### src/rtl/riscv_pkg.sv
// Shared RISC-V control definitions: opcodes, ALU/result selects and FSM
// state encodings. Imported by control_fsm, branch_eval and the decoder.
// Optional TRAP state exists only when CONTROL_FSM_ILLEGAL_TRAP_EN is defined.
package riscv_pkg;

  typedef enum logic [6:0] {
    OPC_LOAD   = 7'b0000011,
    OPC_STORE  = 7'b0100011,
    OPC_OP     = 7'b0110011,
    OPC_OP_IMM = 7'b0010011,
    OPC_BRANCH = 7'b1100011,
    OPC_JAL    = 7'b1101111,
    OPC_JALR   = 7'b1100111,
    OPC_LUI    = 7'b0110111,
    OPC_AUIPC  = 7'b0010111
  } opcode_e;

  typedef enum logic [1:0] {
    ADD_OP    = 2'd0,
    BRANCH_OP = 2'd1,
    ALU_OP    = 2'd2
  } alu_ctrl_e;

  typedef enum logic [1:0] {
    SRCA_PC    = 2'd0,
    SRCA_OLDPC = 2'd1,
    SRCA_RS1   = 2'd2,
    SRCA_ZERO  = 2'd3
  } alu_src_a_e;

  typedef enum logic [1:0] {
    SRCB_RS2    = 2'd0,
    SRCB_IMM    = 2'd1,
    SRCB_CONST4 = 2'd2
  } alu_src_b_e;

  typedef enum logic [1:0] {
    RES_ALUOUT    = 2'd0,
    RES_MEMDATA   = 2'd1,
    RES_ALURESULT = 2'd2
  } result_src_e;

  // State encodings kept as plain constants so legacy debug tooling can
  // decode state_o numerically.
  typedef logic [3:0] state_t;
  localparam state_t S_FETCH     = 4'd0;
  localparam state_t S_DECODE    = 4'd1;
  localparam state_t S_MEM_ADR   = 4'd2;
  localparam state_t S_MEM_READ  = 4'd3;
  localparam state_t S_MEM_WB    = 4'd4;
  localparam state_t S_MEM_WRITE = 4'd5;
  localparam state_t S_EXEC_R    = 4'd6;
  localparam state_t S_EXEC_I    = 4'd7;
  localparam state_t S_ALU_WB    = 4'd8;
  localparam state_t S_BRANCH    = 4'd9;
  localparam state_t S_JAL       = 4'd10;
  localparam state_t S_JALR_ADR  = 4'd11;
  localparam state_t S_JALR      = 4'd12;
  localparam state_t S_LUI       = 4'd13;
  localparam state_t S_AUIPC     = 4'd14;
`ifdef CONTROL_FSM_ILLEGAL_TRAP_EN
  localparam state_t S_TRAP      = 4'd15;
`endif

endpackage

### src/rtl/control_fsm_branch_eval.sv
// Branch condition resolution: maps func3 and comparator flags to a
// take/not-take decision. Purely combinational.
module branch_eval
  import riscv_pkg::*;
(
  input  logic [2:0] func3,
  input  logic       br_eq,
  input  logic       br_lt,
  input  logic       br_ltu,
  output logic       take
);

  // Select the comparator flag (or its inverse) named by func3.
  always_comb begin
    take = 1'b0;
    case (func3)
      3'b000:  take = br_eq;
      3'b001:  take = ~br_eq;
      3'b100:  take = br_lt;
      3'b101:  take = ~br_lt;
      3'b110:  take = br_ltu;
      3'b111:  take = ~br_ltu;
      default: take = 1'b0;
    endcase
  end

endmodule

### src/rtl/control_fsm.sv
// Multi-cycle RISC-V main control FSM. Moore outputs per state, except
// pcWrite (FETCH, BRANCH) and irWrite (FETCH) which follow inputs.
// Define CONTROL_FSM_ILLEGAL_TRAP_EN to add the TRAP state and illegal port.
module control_fsm
  import riscv_pkg::*;
(
  input  logic       clk,
  input  logic       rst_n,
  input  logic [6:0] opcode,
  input  logic [2:0] func3,
  input  logic       br_eq,
  input  logic       br_lt,
  input  logic       br_ltu,
  output logic       mem_req,
  input  logic       mem_ready,
  output logic       pcWrite,
  output logic       irWrite,
  output logic       regWrite,
  output logic       memWrite,
  output logic       adrSrc,
  output logic [1:0] aluSrcA,
  output logic [1:0] aluSrcB,
  output logic [1:0] resultSrc,
  output logic [1:0] aluCtrl,
`ifdef CONTROL_FSM_ILLEGAL_TRAP_EN
  output logic       illegal,
`endif
  output logic [3:0] state_o
);

  state_t state_q, state_d;
  logic   take;
  logic   mem_req_raw, pc_write_raw, ir_write_raw, reg_write_raw, mem_write_raw;

  branch_eval u_branch_eval (
    .func3  (func3),
    .br_eq  (br_eq),
    .br_lt  (br_lt),
    .br_ltu (br_ltu),
    .take   (take)
  );

  // State register; reset lands directly in FETCH.
  always_ff @(posedge clk or negedge rst_n) begin
    if (!rst_n) state_q <= S_FETCH;
    else        state_q <= state_d;
  end

  // Next-state selection and per-state datapath controls.
  always_comb begin
    state_d       = state_q;
    mem_req_raw   = 1'b0;
    pc_write_raw  = 1'b0;
    ir_write_raw  = 1'b0;
    reg_write_raw = 1'b0;
    mem_write_raw = 1'b0;
    adrSrc        = 1'b0;
    aluSrcA       = SRCA_PC;
    aluSrcB       = SRCB_RS2;
    resultSrc     = RES_ALUOUT;
    aluCtrl       = ADD_OP;
    case (state_q)
      S_FETCH: begin
        mem_req_raw  = 1'b1;
        aluSrcB      = SRCB_CONST4;
        ir_write_raw = mem_ready;
        pc_write_raw = mem_ready;
        if (mem_ready) state_d = S_DECODE;
      end
      S_DECODE: begin
        // Precompute PC-relative target into ALUOUT for branches.
        aluSrcA = SRCA_OLDPC;
        aluSrcB = SRCB_IMM;
        case (opcode)
          OPC_LOAD, OPC_STORE: state_d = S_MEM_ADR;
          OPC_OP:              state_d = S_EXEC_R;
          OPC_OP_IMM:          state_d = S_EXEC_I;
          OPC_BRANCH:          state_d = S_BRANCH;
          OPC_JAL:             state_d = S_JAL;
          OPC_JALR:            state_d = S_JALR_ADR;
          OPC_LUI:             state_d = S_LUI;
          OPC_AUIPC:           state_d = S_AUIPC;
`ifdef CONTROL_FSM_ILLEGAL_TRAP_EN
          default:             state_d = S_TRAP;
`else
          default:             state_d = S_FETCH;
`endif
        endcase
      end
      S_MEM_ADR: begin
        aluSrcA = SRCA_RS1;
        aluSrcB = SRCB_IMM;
        // opcode[5] separates STORE from LOAD.
        state_d = opcode[5] ? S_MEM_WRITE : S_MEM_READ;
      end
      S_MEM_READ: begin
        mem_req_raw = 1'b1;
        adrSrc      = 1'b1;
        if (mem_ready) state_d = S_MEM_WB;
      end
      S_MEM_WB: begin
        reg_write_raw = 1'b1;
        resultSrc     = RES_MEMDATA;
        state_d       = S_FETCH;
      end
      S_MEM_WRITE: begin
        mem_req_raw   = 1'b1;
        mem_write_raw = 1'b1;
        adrSrc        = 1'b1;
        if (mem_ready) state_d = S_FETCH;
      end
      S_EXEC_R: begin
        aluSrcA = SRCA_RS1;
        aluSrcB = SRCB_RS2;
        aluCtrl = ALU_OP;
        state_d = S_ALU_WB;
      end
      S_EXEC_I: begin
        aluSrcA = SRCA_RS1;
        aluSrcB = SRCB_IMM;
        aluCtrl = ALU_OP;
        state_d = S_ALU_WB;
      end
      S_LUI: begin
        aluSrcA = SRCA_ZERO;
        aluSrcB = SRCB_IMM;
        state_d = S_ALU_WB;
      end
      S_AUIPC: begin
        aluSrcA = SRCA_OLDPC;
        aluSrcB = SRCB_IMM;
        state_d = S_ALU_WB;
      end
      S_ALU_WB: begin
        reg_write_raw = 1'b1;
        state_d       = S_FETCH;
      end
      S_BRANCH: begin
        aluSrcA      = SRCA_RS1;
        aluSrcB      = SRCB_RS2;
        aluCtrl      = BRANCH_OP;
        pc_write_raw = take;
        state_d      = S_FETCH;
      end
      S_JALR_ADR: begin
        aluSrcA = SRCA_RS1;
        aluSrcB = SRCB_IMM;
        state_d = S_JALR;
      end
      S_JAL, S_JALR: begin
        // Jump target already in ALUOUT; ALU forms the link value.
        aluSrcA      = SRCA_OLDPC;
        aluSrcB      = SRCB_CONST4;
        pc_write_raw = 1'b1;
        state_d      = S_ALU_WB;
      end
`ifdef CONTROL_FSM_ILLEGAL_TRAP_EN
      S_TRAP: state_d = S_TRAP;
`endif
      default: state_d = S_FETCH;
    endcase
  end

  // Enables are masked by reset so they drop immediately, even mid-access.
  always_comb begin
    mem_req  = rst_n & mem_req_raw;
    pcWrite  = rst_n & pc_write_raw;
    irWrite  = rst_n & ir_write_raw;
    regWrite = rst_n & reg_write_raw;
    memWrite = rst_n & mem_write_raw;
  end

  assign state_o = state_q;
`ifdef CONTROL_FSM_ILLEGAL_TRAP_EN
  assign illegal = (state_q == S_TRAP);
`endif

endmodule

### config.mk
export PLATFORM = sky130hd
export DESIGN_NAME = control_fsm
export DESIGN_NICKNAME = d
export VERILOG_FILES = /design/src/rtl/riscv_pkg.sv /design/src/rtl/control_fsm_branch_eval.sv /design/src/rtl/control_fsm.sv
export SDC_FILE = /design/constraint.sdc
export NUM_CORES = 1
export LEC_CHECK = 0
export ABC_CLOCK_PERIOD_IN_PS = 1800
export BUFFER_PORTS_ARGS = -buffer_cell sky130_fd_sc_hd__buf_2
export CORE_MARGIN = 4
export CORE_UTILIZATION = 46
export DETAILED_ROUTE_END_ITERATION = 6
export PLACE_DENSITY_LB_ADDON = 0.12
export REMOVE_ABC_BUFFERS = 1
export SLEW_MARGIN = 20
export SYNTH_ARGS = -nofsm -noshare
export SYNTH_HDL_FRONTEND = slang
export SYNTH_HIERARCHICAL = 1
export SYNTH_SLANG_ARGS = --single-unit
### constraint.sdc
create_clock -name clk -period 1.8 [get_ports clk]
set_input_delay 0.18 -clock clk [delete_from_list [all_inputs] [get_ports clk]]
set_output_delay 0.18 -clock clk [all_outputs]
set_load 0.02 [all_outputs]
# ---- Word level (Yosys, flattened, before mapping)
# Index checks and enable logic that the tools add are counted.
dict set report totals {
  inputBits 16
  regBits 4
  output_inout_bits 18
  word_cells 71
}
dict set report classes {
  n_bitwise 8
  n_eq_ne 31
  reduce_logical 14
  muxes 17
}
# cell count
set op_table {}
lappend op_table {{4-bit case mux with 8 select lines} 1}
lappend op_table {{4-bit == test, second input constant} 7}
lappend op_table {{4-bit case mux with 7 select lines} 1}
lappend op_table {{7-bit by 6-bit == test with 1-bit output, second input constant} 3}
lappend op_table {{7-bit == test, second input constant} 3}
lappend op_table {{4-bit by 3-bit == test with 1-bit output, second input constant} 4}
lappend op_table {{7-bit by 5-bit == test with 1-bit output, second input constant} 2}
lappend op_table {{3-bit == test, second input constant} 4}
lappend op_table {{4-bit two-way mux} 3}
lappend op_table {{6-bit OR reduction} 2}
lappend op_table {{2-bit OR reduction} 5}
lappend op_table {{4-bit by 2-bit == test with 1-bit output, second input constant} 2}
lappend op_table {{2-bit case mux with 2 select lines} 2}
lappend op_table {{7-bit by 2-bit == test with 1-bit output, second input constant} 1}
lappend op_table {{1-bit two-way mux} 6}
lappend op_table {{2-bit != test, second input constant} 3}
lappend op_table {{1-bit case mux with 6 select lines} 1}
lappend op_table {{2-bit case mux with 3 select lines} 1}
lappend op_table {{3-bit OR reduction} 2}
lappend op_table {{1-bit bitwise AND} 5}
lappend op_table {{5-bit OR reduction} 1}
lappend op_table {{4-bit by 1-bit == test with 1-bit output, second input constant} 1}
lappend op_table {{4-bit zero test} 1}
lappend op_table {{4-bit OR reduction} 1}
lappend op_table {{6 further kinds} 8}

# ---- Longest topological paths before layout
# Gate-level depths: netlist of run 1.
dict set report depth {
  depth_word 4
  depth_mapped 6
  mapped_depth_nobuf 6
}

# ---- Hierarchy
# Netlist of run 1, hierarchy kept.
# mod cells_per_inst area_each_um2 instances seq_area_each_um2
set modules_own_cells {}
lappend modules_own_cells {control_fsm 86 580.6 1 100.1}
lappend modules_own_cells {branch_eval 5 40.0 1 0.0}

# ---- Least setup slack after synthesis of run 1
# Ideal clock, no wire load.
dict set report synth_path {
  kind {register -> output}
  startpoint {register state_q[0] (netlist: state_o[0])}
  endpoint {output port aluCtrl[0]}
  stages_incl_launch_ff 5
  required_time_ns 1.620
  n_path_buf 2
  path_slack_ns 0.077
  arrival_ns 1.543
  path_cell_list {dfrtp_1 -> buf_2 -> buf_2 -> inv_2 -> nor4_1}
}
dict set report synth_via {
  elab_chain_len 3
  word_cells_on_any_way 5
  classes_between {eq/ne: 3; mux: 1; reduce/logical: 1}
}
# item line_no
set synth_rtl {}
lappend synth_rtl {{start, declared} control_fsm.sv:31} ;# state_t state_q, state_d;
lappend synth_rtl {{start signal, assigned} control_fsm.sv:46} ;# else state_q <= state_d;
lappend synth_rtl {{4-bit by 3-bit == test with 1-bit output} control_fsm.sv:62} ;# case (state_q)
lappend synth_rtl {{2-bit OR reduction (no line)} n/a}
lappend synth_rtl {{2-bit case mux with 2 select lines *} control_fsm.sv:62}
lappend synth_rtl {{end, declared} control_fsm.sv:24} ;# output logic [1:0] aluCtrl,
# Mark *: on every way between the ends. The rest lies on a longest branch, timed or not.

# ---- Worst setup path after layout of run 1
dict set report layout_path {
  startpoint {register state_q[0] (netlist: state_o[0])}
  endpoint {output port pcWrite}
}
dict set report layout_via {
  elab_chain_len 4
  word_cells_on_any_way 7
  classes_between {eq/ne: 3; mux: 1; bitwise: 1; reduce/logical: 2}
}
# item line_no
set layout_rtl {}
lappend layout_rtl {{4-bit == test} control_fsm.sv:62}
lappend layout_rtl {{2-bit OR reduction} control_fsm.sv:62}
lappend layout_rtl {{1-bit case mux with 3 select lines *} control_fsm.sv:62}
lappend layout_rtl {{1-bit bitwise AND *} control_fsm.sv:167} ;# pcWrite = rst_n & pc_write_raw;
lappend layout_rtl {{end, declared} control_fsm.sv:16} ;# output logic pcWrite,
# Marked as above.

==> results of run 1 <==
## final cells by class
cell class	instances	area, um^2
Tap cell	14	17.5
Inverter	5	18.8
Clock buffer	3	22.5
Timing Repair Buffer	36	193
Sequential cell	4	103
Fill cell	110	369
Multi-Input combinational cell	75	463
## worst max-delay path by stage
stage | slack [ns] | startpoint | end
3_3_place_gp | 0.30 | state_o[2] | mem_req
2_1_floorplan | 0.06 | state_o[3] | aluCtrl[0]
3_5_place_dp | 0.28 | state_o[2] | pcWrite
4_1_cts | 0.01 | state_o[2] | pcWrite
5_1_grt | 0.02 | state_o[0] | pcWrite
6_report | 0.06 | state_o[0] | pcWrite
## cell families after synthesis
group / after synthesis / share of synthesized area (%)
xor+xnor: 6 / 8.47
mux: 3 / 4.84
simple gates: 39 / 32.3
compound gates: 26 / 28.2
flops: 4 / 16.1
other cells: 1 / 0.604
buf+inv: 12 / 9.47
## placed cells by master (no fill, tap or decap), types with 4 or more instances in the layout
cell / count
a21oi_1: 6
nor2_1: 8
nand3_1: 5
xnor2_1: 4
nor2b_1: 4
buf_2: 32
nand2_1: 8
o21ai_1: 4
## where the power goes
group	internal (mW)	leakage [nW]	total, mW	switching (mW)
sequential	0.132	0.0497	0.239	0.107
combinational	0.423	0.352	1.07	0.649
clock	0.0749	0.0138	0.116	0.0409
## through the flow
stage                     hold slack (ns)  utilization (%)  area (um^2)  power [mW]
after floorplan                    -0.116                -          581       0.957
after global placement             0.0108             65.8          781        1.28
after detailed placement          0.00988             65.8          781        1.29
after CTS                           0.210             68.6          813        1.42
after global routing                0.232             68.9          817        1.55
final                               0.214             68.9          817        1.43
## repair_timing
action                     CTS  global route
hold endpoints to repair     4             0
hold buffers                 1             0
setup buffers                0             0
gates resized for setup      0             3
setup endpoints to repair    0             4
## routing by layer
metal,routed length (um),global-route usage [%]
met5,0,0
met2,903,34.7
met1,752,25.5
met4,43,11.4
met3,133,3.19
==> impl_metrics.csv, run 1 <==
group,metric,value,unit
status,status,"finished, final reports clean",
global_routing,antenna_found_initial,0,
synthesis,synth_seq_cells,4,
synthesis,yosys.area.top_type,"dfrtp_1",
sta,skew,0.00403,ns
sta,fin_crit,1.74,ns
worst_setup_path,cp_top_family,"flip-flops",
routing,avgViaCountPerCell,5.76,
die,fp.dieW,44.7,um
place,placed_cells_incl_taps,133,
worst_setup_path,regToRegSetupSlack,0.44,ns
finish,largest_reg_flops,4,
routing,vias,789,
worst_setup_path,crit_path_top_delay_cell,"dfrtp_2",
synthesis,syn_avg_cell_area,6.82,um^2
routing,drtIter0Drc,12,
clocking,cts-htree-levels,1,
routing,drtPass1Iterations,4,
worst_setup_path,reg2reg_depth,4,
sta,hold_violations,0,
global_routing,grt_use_total,20.9,%
finish,instances_no_fill,137,
finish,final_nets,141,
synthesis,ys_types,39,
synthesis,yosysSeqAreaShare,16.1,%
worst_hold_path,hold_path_depth,2,
sta,period_share,96.5,%
routing,ant_nets,0,
finish,diodes,0,
die,floorplan.die.height,44.7,um
die,initial_core_util,52.3,%
finish,drive_gt1_share,37.4,%
worst_setup_path,timing.rr.end,"state_o[2]",
routing,wire_per_inst,13.4,um
worst_setup_path,required,1.62,ns
worst_hold_path,hold_start,"mem_ready",
synthesis,async_flop_share,100,%
global_routing,grt_pass1_wl,3090,um
worst_setup_path,path_buf_inv,1,
worst_setup_path,cp.depth,5,
worst_setup_path,endpoint_kind,"output port",
flow_run,maxCapViolations,0,
global_routing,grt_pass1_vias,706,
global_routing,grt_max_degree,18,
synthesis,yosys_warnings,6,
synthesis,syn_inst,91,
synthesis,synth_area,621,um^2
synthesis,ys_top_cells_by_count,"nand2_1 (8), nor2_1 (8), a21oi_1 (6)",
place,pre_cts_slack,0.279,ns
worst_hold_path,hp-class,"primary input to register",
sta,timing.final.ws_setup,0.0639,ns
routing,drc,0,
synthesis,synth_edf_count,0,
worst_setup_path,start_kind,"register",
clocking,clkLatencyLatePin,0.24,ns
global_routing,globalRouteOverflowTotal,0,
clocking,cts_buffers,3,
sta,setup_viol_count_final,0,
sta,rsz0062_at_grt,"false",
clocking,cts_root_buf,"clkbuf_4",
worst_setup_path,cp_cell_sequence,"and2b_2, a211o_1, nand3_1, a21boi_1, buf_2",
sta,fin_setup_tns,0,ns
worst_hold_path,hold-path-endpoint,"state_o[2]",
power_and_ir_drop,leakagePower,0.415,nW
worst_setup_path,cpPeakStageDelay,0.45,ns
clocking,cts_num_sinks,4,
power_and_ir_drop,powerDensity,1750,nW/um^2
worst_setup_path,r2r-start,"state_o[2]",
die,rows,12,
place,io_buffers,32,
place,place_hpwl,1450,um
synthesis,synth_top_area_share,16.1,%
finish,syn2layout_area_growth,31.7,%
place,gp_congestion,0.870,
routing,wirelength,1830,um
sta,fmax,576,MHz
synthesis,synth_area_leaders,"dfrtp_1 (16%), xnor2_1 (5.6%), a21oi_1 (4.8%), mux2i_1 (4.8%), nand2_1 (4.8%)",
clocking,clk_pin_slew,0.04,ns
worst_setup_path,critPathMaxFanout,9,
worst_setup_path,arrival,1.56,ns
synthesis,yosys_most_used_dff,"dfrtp_1",
sta,slew_viol_final,0,
die,core_area,1190,um^2
power_and_ir_drop,ir_drop,0.973,mV
clocking,ctsLongestPathBuffers,2,
worst_setup_path,critPathKind,"register to output port",
clocking,tritoncts,"built",
die,io_pins,34,
die,dieArea,2000,um^2
No activity file was read; power rests on OpenSTA's default activity.
==> run 2: changes to the inputs <==
--- a/config.mk
+++ b/config.mk
@@ -6,10 +6,10 @@
 export NUM_CORES = 1
 export LEC_CHECK = 0
 export ABC_CLOCK_PERIOD_IN_PS = 1800
-export BUFFER_PORTS_ARGS = -buffer_cell sky130_fd_sc_hd__buf_2
-export CORE_MARGIN = 4
-export CORE_UTILIZATION = 46
+export CORE_AREA = 2 2 39 41
 export DETAILED_ROUTE_END_ITERATION = 6
+export DIE_AREA = 0 0 41 43
+export DONT_BUFFER_PORTS = 1
 export PLACE_DENSITY_LB_ADDON = 0.12
 export REMOVE_ABC_BUFFERS = 1
 export SLEW_MARGIN = 20
==> impl_metrics.csv, run 2 (synthesized netlist as in run 1, its figures left out) <==
group,metric,value,unit
status,status,"finished, final reports clean",
worst_setup_path,crit_path_end,"pcWrite",
global_routing,antenna_found_initial,0,
power_and_ir_drop,ir_drop,0.890,mV
worst_setup_path,r2r-start,"state_o[1]",
routing,wirelength,1580,um
clocking,cts_root_buf,"clkbuf_4",
sta,fin_crit,1.70,ns
finish,layout_commonest_cell,"buf_4",
finish,diodes,0,
clocking,cts_buffers,3,
routing,drc,0,
worst_setup_path,regToRegSetupSlack,0.44,ns
global_routing,grt_max_degree,14,
worst_setup_path,timing.rr.end,"state_o[0]",
worst_hold_path,hp-class,"primary input to register",
global_routing,grt_pass1_wl,2550,um
worst_setup_path,reg2reg_depth,5,
place,gp_congestion,0.792,
routing,avgViaCountPerCell,5.99,
die,fp.dieW,41,um
die,initial_core_util,44.8,%
sta,fin_setup_tns,0,ns
routing,drtIter0Drc,9,
global_routing,grt_use_total,21.2,%
clocking,tritoncts,"built",
finish,syn2layout_area_growth,18.1,%
worst_setup_path,required,1.62,ns
clocking,clk_pin_slew,0.04,ns
clocking,cts_num_sinks,4,
routing,ant_nets,0,
die,io_pins,34,
worst_setup_path,arrival,1.52,ns
finish,final_nets,119,
worst_setup_path,crit_start,"state_o[0]",
routing,wire_per_inst,13.5,um
sta,hold_violations,0,
sta,fmax,589,MHz
worst_setup_path,endpoint_kind,"output port",
routing,vias,701,
power_and_ir_drop,powerDensity,1910,nW/um^2
routing,drtPass1Iterations,4,
power_and_ir_drop,leakagePower,0.322,nW
flow_run,maxCapViolations,0,
die,core_area,1380,um^2
clocking,cts-htree-levels,1,
clocking,ctsLongestPathBuffers,2,
worst_setup_path,critPathKind,"register to output port",
global_routing,grt_pass1_vias,634,
worst_setup_path,start_kind,"register",
place,io_buffers,0,
finish,drive_gt1_share,22.8,%
sta,skew,0.0114,ns
die,dieArea,1760,um^2
finish,largest_reg_flops,4,
global_routing,globalRouteOverflowTotal,0,
clocking,clkLatencyLatePin,0.25,ns
sta,slew_viol_final,0,
finish,mostFrequentLayoutCells,"buf_4 (13), nand2_1 (8), nor2_1 (8)",
sta,period_share,94.3,%
sta,setup_viol_count_final,0,
place,place_hpwl,1250,um
worst_setup_path,critPathMaxFanout,13,
sta,rsz0062_at_grt,"false",
sta,holdWs,0.0327,ns
die,rows,14,
die,floorplan.die.height,43,um
## run 2: power by group
group	internal [mW]	switching, mW	leakage, nW	total [mW]
combinational	0.428	0.607	0.259	1.04
clock	0.0751	0.0447	0.0138	0.120
sequential	0.132	0.110	0.0497	0.242
## run 2: area by class of cell
class / count / area, um^2
fill: 166 / 651
multi-input combinational: 75 / 462
timing repair buffer: 14 / 108
sequential: 4 / 103
clock buffer: 3 / 22.5
tap: 16 / 20.0
inverter: 5 / 18.8
## run 2: worst max-delay path, stage by stage (launching register included)
cell      delay, ns
dfrtp_2        0.49
and2b_1        0.20
a211o_1        0.29
nand3_1        0.08
a21boi_1       0.06
buf_4          0.15
## run 2: worst min-delay path by stage
stage	startpoint	end	slack [ns]	cells past startpoint
global route	mem_ready	state_o[2]	0.03	1
finish	mem_ready	state_o[2]	0.03	1
floorplan	rst_n	state_o[0]	-0.12	0
detailed placement	rst_n	state_o[2]	-0.12	0
CTS	mem_ready	state_o[2]	0.03	1
global placement	rst_n	state_o[2]	-0.12	0
## run 2: layer usage
metal,wire [um],GRT usage [%],vias to the layer above
li1,-,-,341
met1,633,25.7,319
met2,721,30.3,32
met3,146,4.71,9
met4,79,16.7,0
met5,0,0,-
## run 2: stage by stage
step                      total power, mW  instances  area (um^2)  worst slack (ns)  utilization, %
after global routing                 1.52        117          733           0.00557            53.0
after detailed placement             1.27        113          698             0.304            50.5
after global placement               1.27        113          698             0.326            50.5
final                                1.40        117          733             0.102            53.0
after CTS                            1.40        117          731            0.0310            52.8
after floorplan                     0.957         84          581            0.0557               -
## run 2: repair_timing
action | in CTS | in global routing
endpoints found under the hold margin | 4 | 0
resized for setup | 0 | 2
buffers inserted | 0 | 0
endpoints found under the setup margin | 0 | 2
hold buffers | 1 | 0
